==> config.mk <==
export PLATFORM = sky130hd
export DESIGN_NAME = get_bit
export DESIGN_NICKNAME = d
export VERILOG_FILES = /design/src/rtl/bitstream_pkg.sv /design/src/rtl/get_bit_extract.sv /design/src/rtl/get_bit.sv
export SDC_FILE = /design/constraint.sdc
export NUM_CORES = 2
export LEC_CHECK = 0
export CORE_ASPECT_RATIO = 1.75
export CORE_UTILIZATION = 55
export DETAILED_ROUTE_END_ITERATION = 7
export PLACE_DENSITY = 0.75
export RECOVER_POWER = 25
export SLEW_MARGIN = 25
export SYNTH_ARGS = -nofsm -noshare
export SYNTH_HDL_FRONTEND = slang
export SYNTH_SLANG_ARGS = --single-unit
==> constraint.sdc <==
create_clock -name clock -period 13.4 [get_ports clock]
set_input_delay 3.35 -clock clock [delete_from_list [all_inputs] [get_ports clock]]
set_output_delay 3.35 -clock clock [all_outputs]
set_load 0.1 [all_outputs]
==> src/rtl/bitstream_pkg.sv <==
// Shared definitions for the set_bit/get_bit bitstream pair: default sizes,
// port widths and the MSB-first byte-count encoding of a packed data word.
package bitstream_pkg;

  localparam int unsigned BUF_BITS_DEF = 128;
  localparam int unsigned MAX_READ_DEF = 64;

  localparam int unsigned DATA_W    = 64;
  localparam int unsigned BCNT_W    = 4;
  localparam int unsigned SIZE_W    = 7;
  localparam int unsigned LEVEL_W   = 8;
  localparam int unsigned TOTAL_W   = 32;
  localparam int unsigned BYTES_MAX = 8;

  typedef logic [BCNT_W-1:0] bcnt_t;

  // Number of valid bits carried by a word with n bytes; counts above 8 saturate.
  function automatic logic [LEVEL_W-1:0] bcnt_bits(input bcnt_t n);
    if (n > bcnt_t'(BYTES_MAX)) begin
      return LEVEL_W'(BYTES_MAX * 8);
    end
    return LEVEL_W'({n, 3'b000});
  endfunction

  // Mask selecting the first n bytes of a word; byte 0 sits in [63:56].
  function automatic logic [DATA_W-1:0] bcnt_mask(input bcnt_t n);
    return ~({DATA_W{1'b1}} >> bcnt_bits(n));
  endfunction

endpackage

==> src/rtl/get_bit_extract.sv <==
// Field extractor: right-justifies the top i_size bits of the buffer head.
module get_bit_extract
  import bitstream_pkg::*;
#(
  parameter int unsigned MAX_READ = MAX_READ_DEF
) (
  input  logic [MAX_READ-1:0] i_top,
  input  logic [SIZE_W-1:0]   i_size,
  output logic [MAX_READ-1:0] o_field
);

  logic [SIZE_W-1:0] w_shift;

  // A zero size shifts everything out, giving an all-zero field.
  always_comb begin
    w_shift = SIZE_W'(MAX_READ) - i_size;
    o_field = i_top >> w_shift;
  end

endmodule

==> src/rtl/get_bit.sv <==
// Bitstream unpacker: byte-packed MSB-first words go into a bit buffer and
// fields of 1..64 bits come out right-justified, with byte alignment support.
module get_bit
  import bitstream_pkg::*;
#(
  parameter int unsigned BUF_BITS = BUF_BITS_DEF,
  parameter int unsigned MAX_READ = MAX_READ_DEF
) (
  input  logic                 clock,
  input  logic                 reset_n,
  input  logic                 in_valid,
  output logic                 in_ready,
  input  logic [DATA_W-1:0]    in_data,
  input  logic [BCNT_W-1:0]    in_byte_count,
  input  logic                 rd_enable,
  input  logic [SIZE_W-1:0]    rd_size_of_bit,
  input  logic                 rd_align,
  output logic                 rd_ready,
  output logic                 out_valid,
  output logic [DATA_W-1:0]    out_val,
  output logic [TOTAL_W-1:0]   total_bit_count,
  output logic [LEVEL_W-1:0]   level
);

  // Buffer MSB is the oldest bit; bits below r_level are kept zero.
  logic [BUF_BITS-1:0] r_buf;
  logic [LEVEL_W-1:0]  r_level;
  logic [TOTAL_W-1:0]  r_total;
  logic                r_out_valid;
  logic [DATA_W-1:0]   r_out_val;

  logic                w_push;
  logic                w_read;
  logic [LEVEL_W-1:0]  w_consumed;
  logic [LEVEL_W-1:0]  w_lvl_after;
  logic [BUF_BITS-1:0] w_push_bits;
  logic [BUF_BITS-1:0] w_buf_d;
  logic [LEVEL_W-1:0]  w_level_d;
  logic [MAX_READ-1:0] w_field;

  assign in_ready = (r_level <= LEVEL_W'(BUF_BITS - DATA_W));
  assign rd_ready = (r_level >= {1'b0, rd_size_of_bit});

  get_bit_extract #(
    .MAX_READ (MAX_READ)
  ) u_extract (
    .i_top   (r_buf[BUF_BITS-1 -: MAX_READ]),
    .i_size  (rd_size_of_bit),
    .o_field (w_field)
  );

  // Work out what is consumed this cycle, then append the new bytes after what remains.
  always_comb begin
    w_push     = in_valid && in_ready;
    w_read     = rd_enable && rd_ready && !rd_align;
    w_consumed = '0;
    if (rd_align) begin
      w_consumed = {5'b00000, r_level[2:0]};
    end else if (w_read) begin
      w_consumed = {1'b0, rd_size_of_bit};
    end
    w_lvl_after = r_level - w_consumed;
    w_push_bits = '0;
    if (w_push) begin
      w_push_bits = {in_data & bcnt_mask(in_byte_count), {(BUF_BITS - DATA_W){1'b0}}}
                    >> w_lvl_after;
    end
    w_buf_d   = (r_buf << w_consumed) | w_push_bits;
    w_level_d = w_lvl_after + (w_push ? bcnt_bits(in_byte_count) : '0);
  end

  // Buffer, level, consumed-bit counter and registered read result.
  always_ff @(posedge clock or negedge reset_n) begin
    if (!reset_n) begin
      r_buf       <= '0;
      r_level     <= '0;
      r_total     <= '0;
      r_out_valid <= 1'b0;
      r_out_val   <= '0;
    end else begin
      r_buf       <= w_buf_d;
      r_level     <= w_level_d;
      r_total     <= r_total + {{(TOTAL_W - LEVEL_W){1'b0}}, w_consumed};
      r_out_valid <= w_read;
      if (w_read) begin
        r_out_val <= DATA_W'(w_field);
      end
    end
  end

  assign out_valid       = r_out_valid;
  assign out_val         = r_out_val;
  assign total_bit_count = r_total;
  assign level           = r_level;

endmodule

==> results of run 1 <==
[metrics by stage]
step                      instances  utilization, %  hold WS, ps
after floorplan                3921               -          745
after global placement         4497            59.6          455
after detailed placement       4498            59.6          469
after CTS                      4542            61.2          483
[metal layers]
layer / track usage, % / GRT overflow
met5: 14.3 / 0
met1: 78.2 / 6
met4: 77.8 / 308
met2: 95.3 / 479
met3: 57.3 / 14
[cells by family after synthesis]
kind of cell,after synthesis,synth area share (%)
mux,574,21.8
flops,233,19.4
simple gates,1309,20.1
xor+xnor,45,1.31
compound gates,1272,29.8
buf+inv,460,6.41
fa+ha+maj,28,1.21
==> reports/results.tsv, run 1 <==
metric	value	unit
outcome	aborted with a tool error	
lastStage	global routing	
error	[ERROR GRT-0116] Global routing finished with congestion. Check the congestion regions in the DRC Viewer.	
cts_buffers	25	
synth_ff_type	dfrtp_1	
yosys-top-cells-area	dfrtp_1 (19%), mux2i_1 (14%), nand2_1 (5.0%)	
yosysUniqueCellTypes	87	
portBuffers	186	
ys_ff_latch	233	
cts.sinks	233	
start_util	55.6	%
cts_resized	0	
synth_edf_count	0	
grt_usage	76.9	%
yosysTopAreaCellShare	19.4	%
synthMostInstantiatedCell	mux2i_1	
syn-num-nets	4029	
syn-cell-area	30100	µm²
grt_pass1_vias	40600	
synth-async-reset-ratio	100	%
io_pins	187	
cts-htree-levels	1	
die_h	311	µm
clock_path_buffers	3	
grt_pass1_wl	324	mm
fp.dieW	179	µm
synth_common_cells	mux2i_1 (429), nand2_1 (403), nor2_1 (291)	
synth_area_leader_cell	dfrtp_1	
syn_avg_cell_area	7.68	µm²
grt_start_max_net_pins	171	
cts_post_setup_buffers_inserted	0	
place_area	32300	µm²
dp_hpwl	133	mm
ctsHoldBuffers	0	
place.gp.congestion	1.18	
clock-root-buffer	clkbuf_16	
syn_inst	3921	
yosys_warnings	0	
placement_rows	113	
gr-total-overflow	807	
ys_seq_area_share	19.4	%
dp_slack	3100	ps
==> inputs of run 2 (changes only) <==
--- a/config.mk
+++ b/config.mk
@@ -5,10 +5,9 @@
 export SDC_FILE = /design/constraint.sdc
 export NUM_CORES = 2
 export LEC_CHECK = 0
-export CORE_ASPECT_RATIO = 1.75
-export CORE_UTILIZATION = 55
+export CORE_UTILIZATION = 40
 export DETAILED_ROUTE_END_ITERATION = 7
-export PLACE_DENSITY = 0.75
+export PLACE_DENSITY_LB_ADDON = 0.15
 export RECOVER_POWER = 25
 export SLEW_MARGIN = 25
 export SYNTH_ARGS = -nofsm -noshare
==> run 2 against run 1 <==
  * Synthesized area unchanged
  * Synthesized cell count unchanged
  * The flow now finishes, with violations (max-capacitance violations, max-slew violations)
==> reports/results.tsv, run 2 <==
metric	value	unit	change
outcome	finished, violations left		
violations	max-capacitance violations, max-slew violations		
cts_post_setup_buffers_inserted	0		unchanged
largest_reg_flops	128		
place_area	32600	µm²	+0.80%
path_clk_slew	60	ps	
rsz0062_at_grt	no		
start_util	40.4	%	-15 points
synth_area_leader_cell	dfrtp_1		
ys_ff_latch	233		unchanged
hold_viol	0		
drtIter0Drc	5260		
cp_common_cell	buf_4		
critPathMaxFanout	63		
worstSetupEndpointType	flip-flop		
report.final.slew_viol_count	94		
cts_resized	0		unchanged
syn_avg_cell_area	7.68	µm²	unchanged
syn-cell-area	30100	µm²	unchanged
die_h	276	µm	-11%
fin_setup_tns	0	ps	
gr-total-overflow	0		
cts.sinks	233		unchanged
clock-root-buffer	clkbuf_16		
portBuffers	186		unchanged
ys_seq_area_share	19.4	%	unchanged
grt_usage	43.4	%	
grt_start_max_net_pins	196		
yosysUniqueCellTypes	87		unchanged
cts-htree-levels	2		+1
dp_slack	2140	ps	-955 ps
syn_to_final_growth	12.0	%	
nets	3938		
cts_buffers	34		+36%
regMostFlops	r_buf		
path_cells	clkdlybuf4s50_1 > inv_1 > ha_1 > a21oi_1 > o21ai_1 > a21oi_4 > buf_4 > nor3_4 > buf_4 > inv_4 > ha_1 > nor3b_1 > or2_4 > buf_4 > nor3_1 > a21oi_1 > mux2i_1 > mux2i_1 > o22a_1 > o211ai_1		
place.gp.congestion	1.11		-6.6%
dieArea	76400	µm²	
yosys-top-cells-area	dfrtp_1 (19%), mux2i_1 (14%), nand2_1 (5.0%)		
min_path_type	flip-flop to flip-flop		
ctsHoldBuffers	0		unchanged
synthMostInstantiatedCell	mux2i_1		
syn-num-nets	4029		unchanged
relSlewSlack	-339	%	
fmax	89.9	MHz	
cts_tree	done		
syn_inst	3921		unchanged
wl_per_cell	35.4	µm	
vias_per_cell	7.25		
yosys_warnings	0		unchanged
vias	35000		
finalSetupViolCount	0		
layout_common_cells	mux2i_1 (423), nand2_1 (400), nor2_1 (282)		
ant_nets	0		
grt_pass1_wl	243	mm	
setup_ws	2280	ps	
arrival	11530	ps	
drt_first_pass_iters	6		
maxCapViolCount	1		
clock_path_buffers	3		unchanged
synth_ff_type	dfrtp_1		
dp_hpwl	132	mm	-0.93%
critical_path_required	13810	ps	
fp.dieW	276	µm	+55%
synth_common_cells	mux2i_1 (429), nand2_1 (403), nor2_1 (291)		
io_pins	187		unchanged
finalCritPeriodShare	83.0	%	
drt_wl_total	171	mm	
design.core.area	74400	µm²	
crit_path_max_incr_delay	880	ps	
crit_path_top_delay_cell	nor3b_1		
antenna_found_initial	15		
critical_path_buf_inv_count	6		
drive_gt1_share	10.2	%	
synth_edf_count	0		unchanged
grt_pass1_vias	32100		
start_kind	primary input		
period_needed	11120	ps	
clock_latency	580	ps	
hold_ws	475	ps	
final_area	33700	µm²	
worstMarginPinSlew	6590	ps	
final_common_cell	mux2i_1		
skew	28.0	ps	
placement_rows	100		-12%
synth-async-reset-ratio	100	%	unchanged
drc	0		
critPathKind	primary input to flip-flop		
critPathTopFamily	buffers and inverters		
yosysTopAreaCellShare	19.4	%	unchanged
-- run 2: cell counts after synthesis --
No cell type changed its count.
-- run 2: path summary, 6_finish.rpt --
kind / startpoint / endpoint / slack (ps) / cells past startpoint
setup / recovery: rd_size_of_bit[2] / r_buf[69]$_DFF_PN0_ / 2280 / 20
hold / removal: out_val[42]$_DFFE_PN0N_ / out_val[42]$_DFFE_PN0N_ / 480 / 2
setup reg to reg: level[0]$_DFF_PN0_ / r_buf[69]$_DFF_PN0_ / 5140 / 19
hold reg to reg: out_val[42]$_DFFE_PN0N_ / out_val[42]$_DFFE_PN0N_ / 480 / 2
max in group asynchronous: reset_n / out_val[37]$_DFFE_PN0N_ / 4400 / 1
min in group asynchronous: reset_n / r_buf[21]$_DFF_PN0_ / 5210 / 1
-- run 2: cell families after synthesis --
logic type,count (synthesis),synth area share (%)
xor gates and xnor gates,45,1.31
and+or+nand+nor,1309,20.1
adders and majority gates,28,1.21
buffers and inverters,460,6.41
DFF,233,19.4
muxes,574,21.8
AOI/OAI and AO/OA,1272,29.8
-- run 2: metal layers --
| layer | vias up | track usage, % | wire length (µm) |
|---|---|---|---|
| met1 | 17400 | 60.1 | 72400 |
| met4 | 4 | 17.5 | 7800 |
| li1 | 15100 | - | - |
| met3 | 352 | 17.6 | 23100 |
| met2 | 2184 | 58.8 | 67800 |
| met5 | - | 0 | 25 |
-- run 2: final cells by class --
type / instances / area (µm²)
diodes: 6 / 15.0
clock buffers: 43 / 945
clock inverters: 17 / 193
fillers: 7529 / 40700
inverters: 43 / 169
multi-input cells: 3228 / 22700
flip-flops and latches: 233 / 5830
well taps: 969 / 1210
repair buffers: 290 / 2700
-- run 2: worst register-to-register path, delay by kind of cell (launching register included) --
family	cells	cell delay (ps)
simple gates	5	2050
fa+ha+maj	2	720
compound gates	5	1430
flops	1	460
mux	2	900
buf+inv	5	2520
-- run 2: stage by stage --
stage                     util [%]  instances
after floorplan                  -       3921
after global placement        43.7       4763
after detailed placement      43.7       4763
after CTS                     45.3       4823
after global routing          45.3       4823
final                         45.3       4829
Power of run 2 is not shown: default switching activity piles up to over one toggle a cycle in this logic, so the estimate is an artifact.
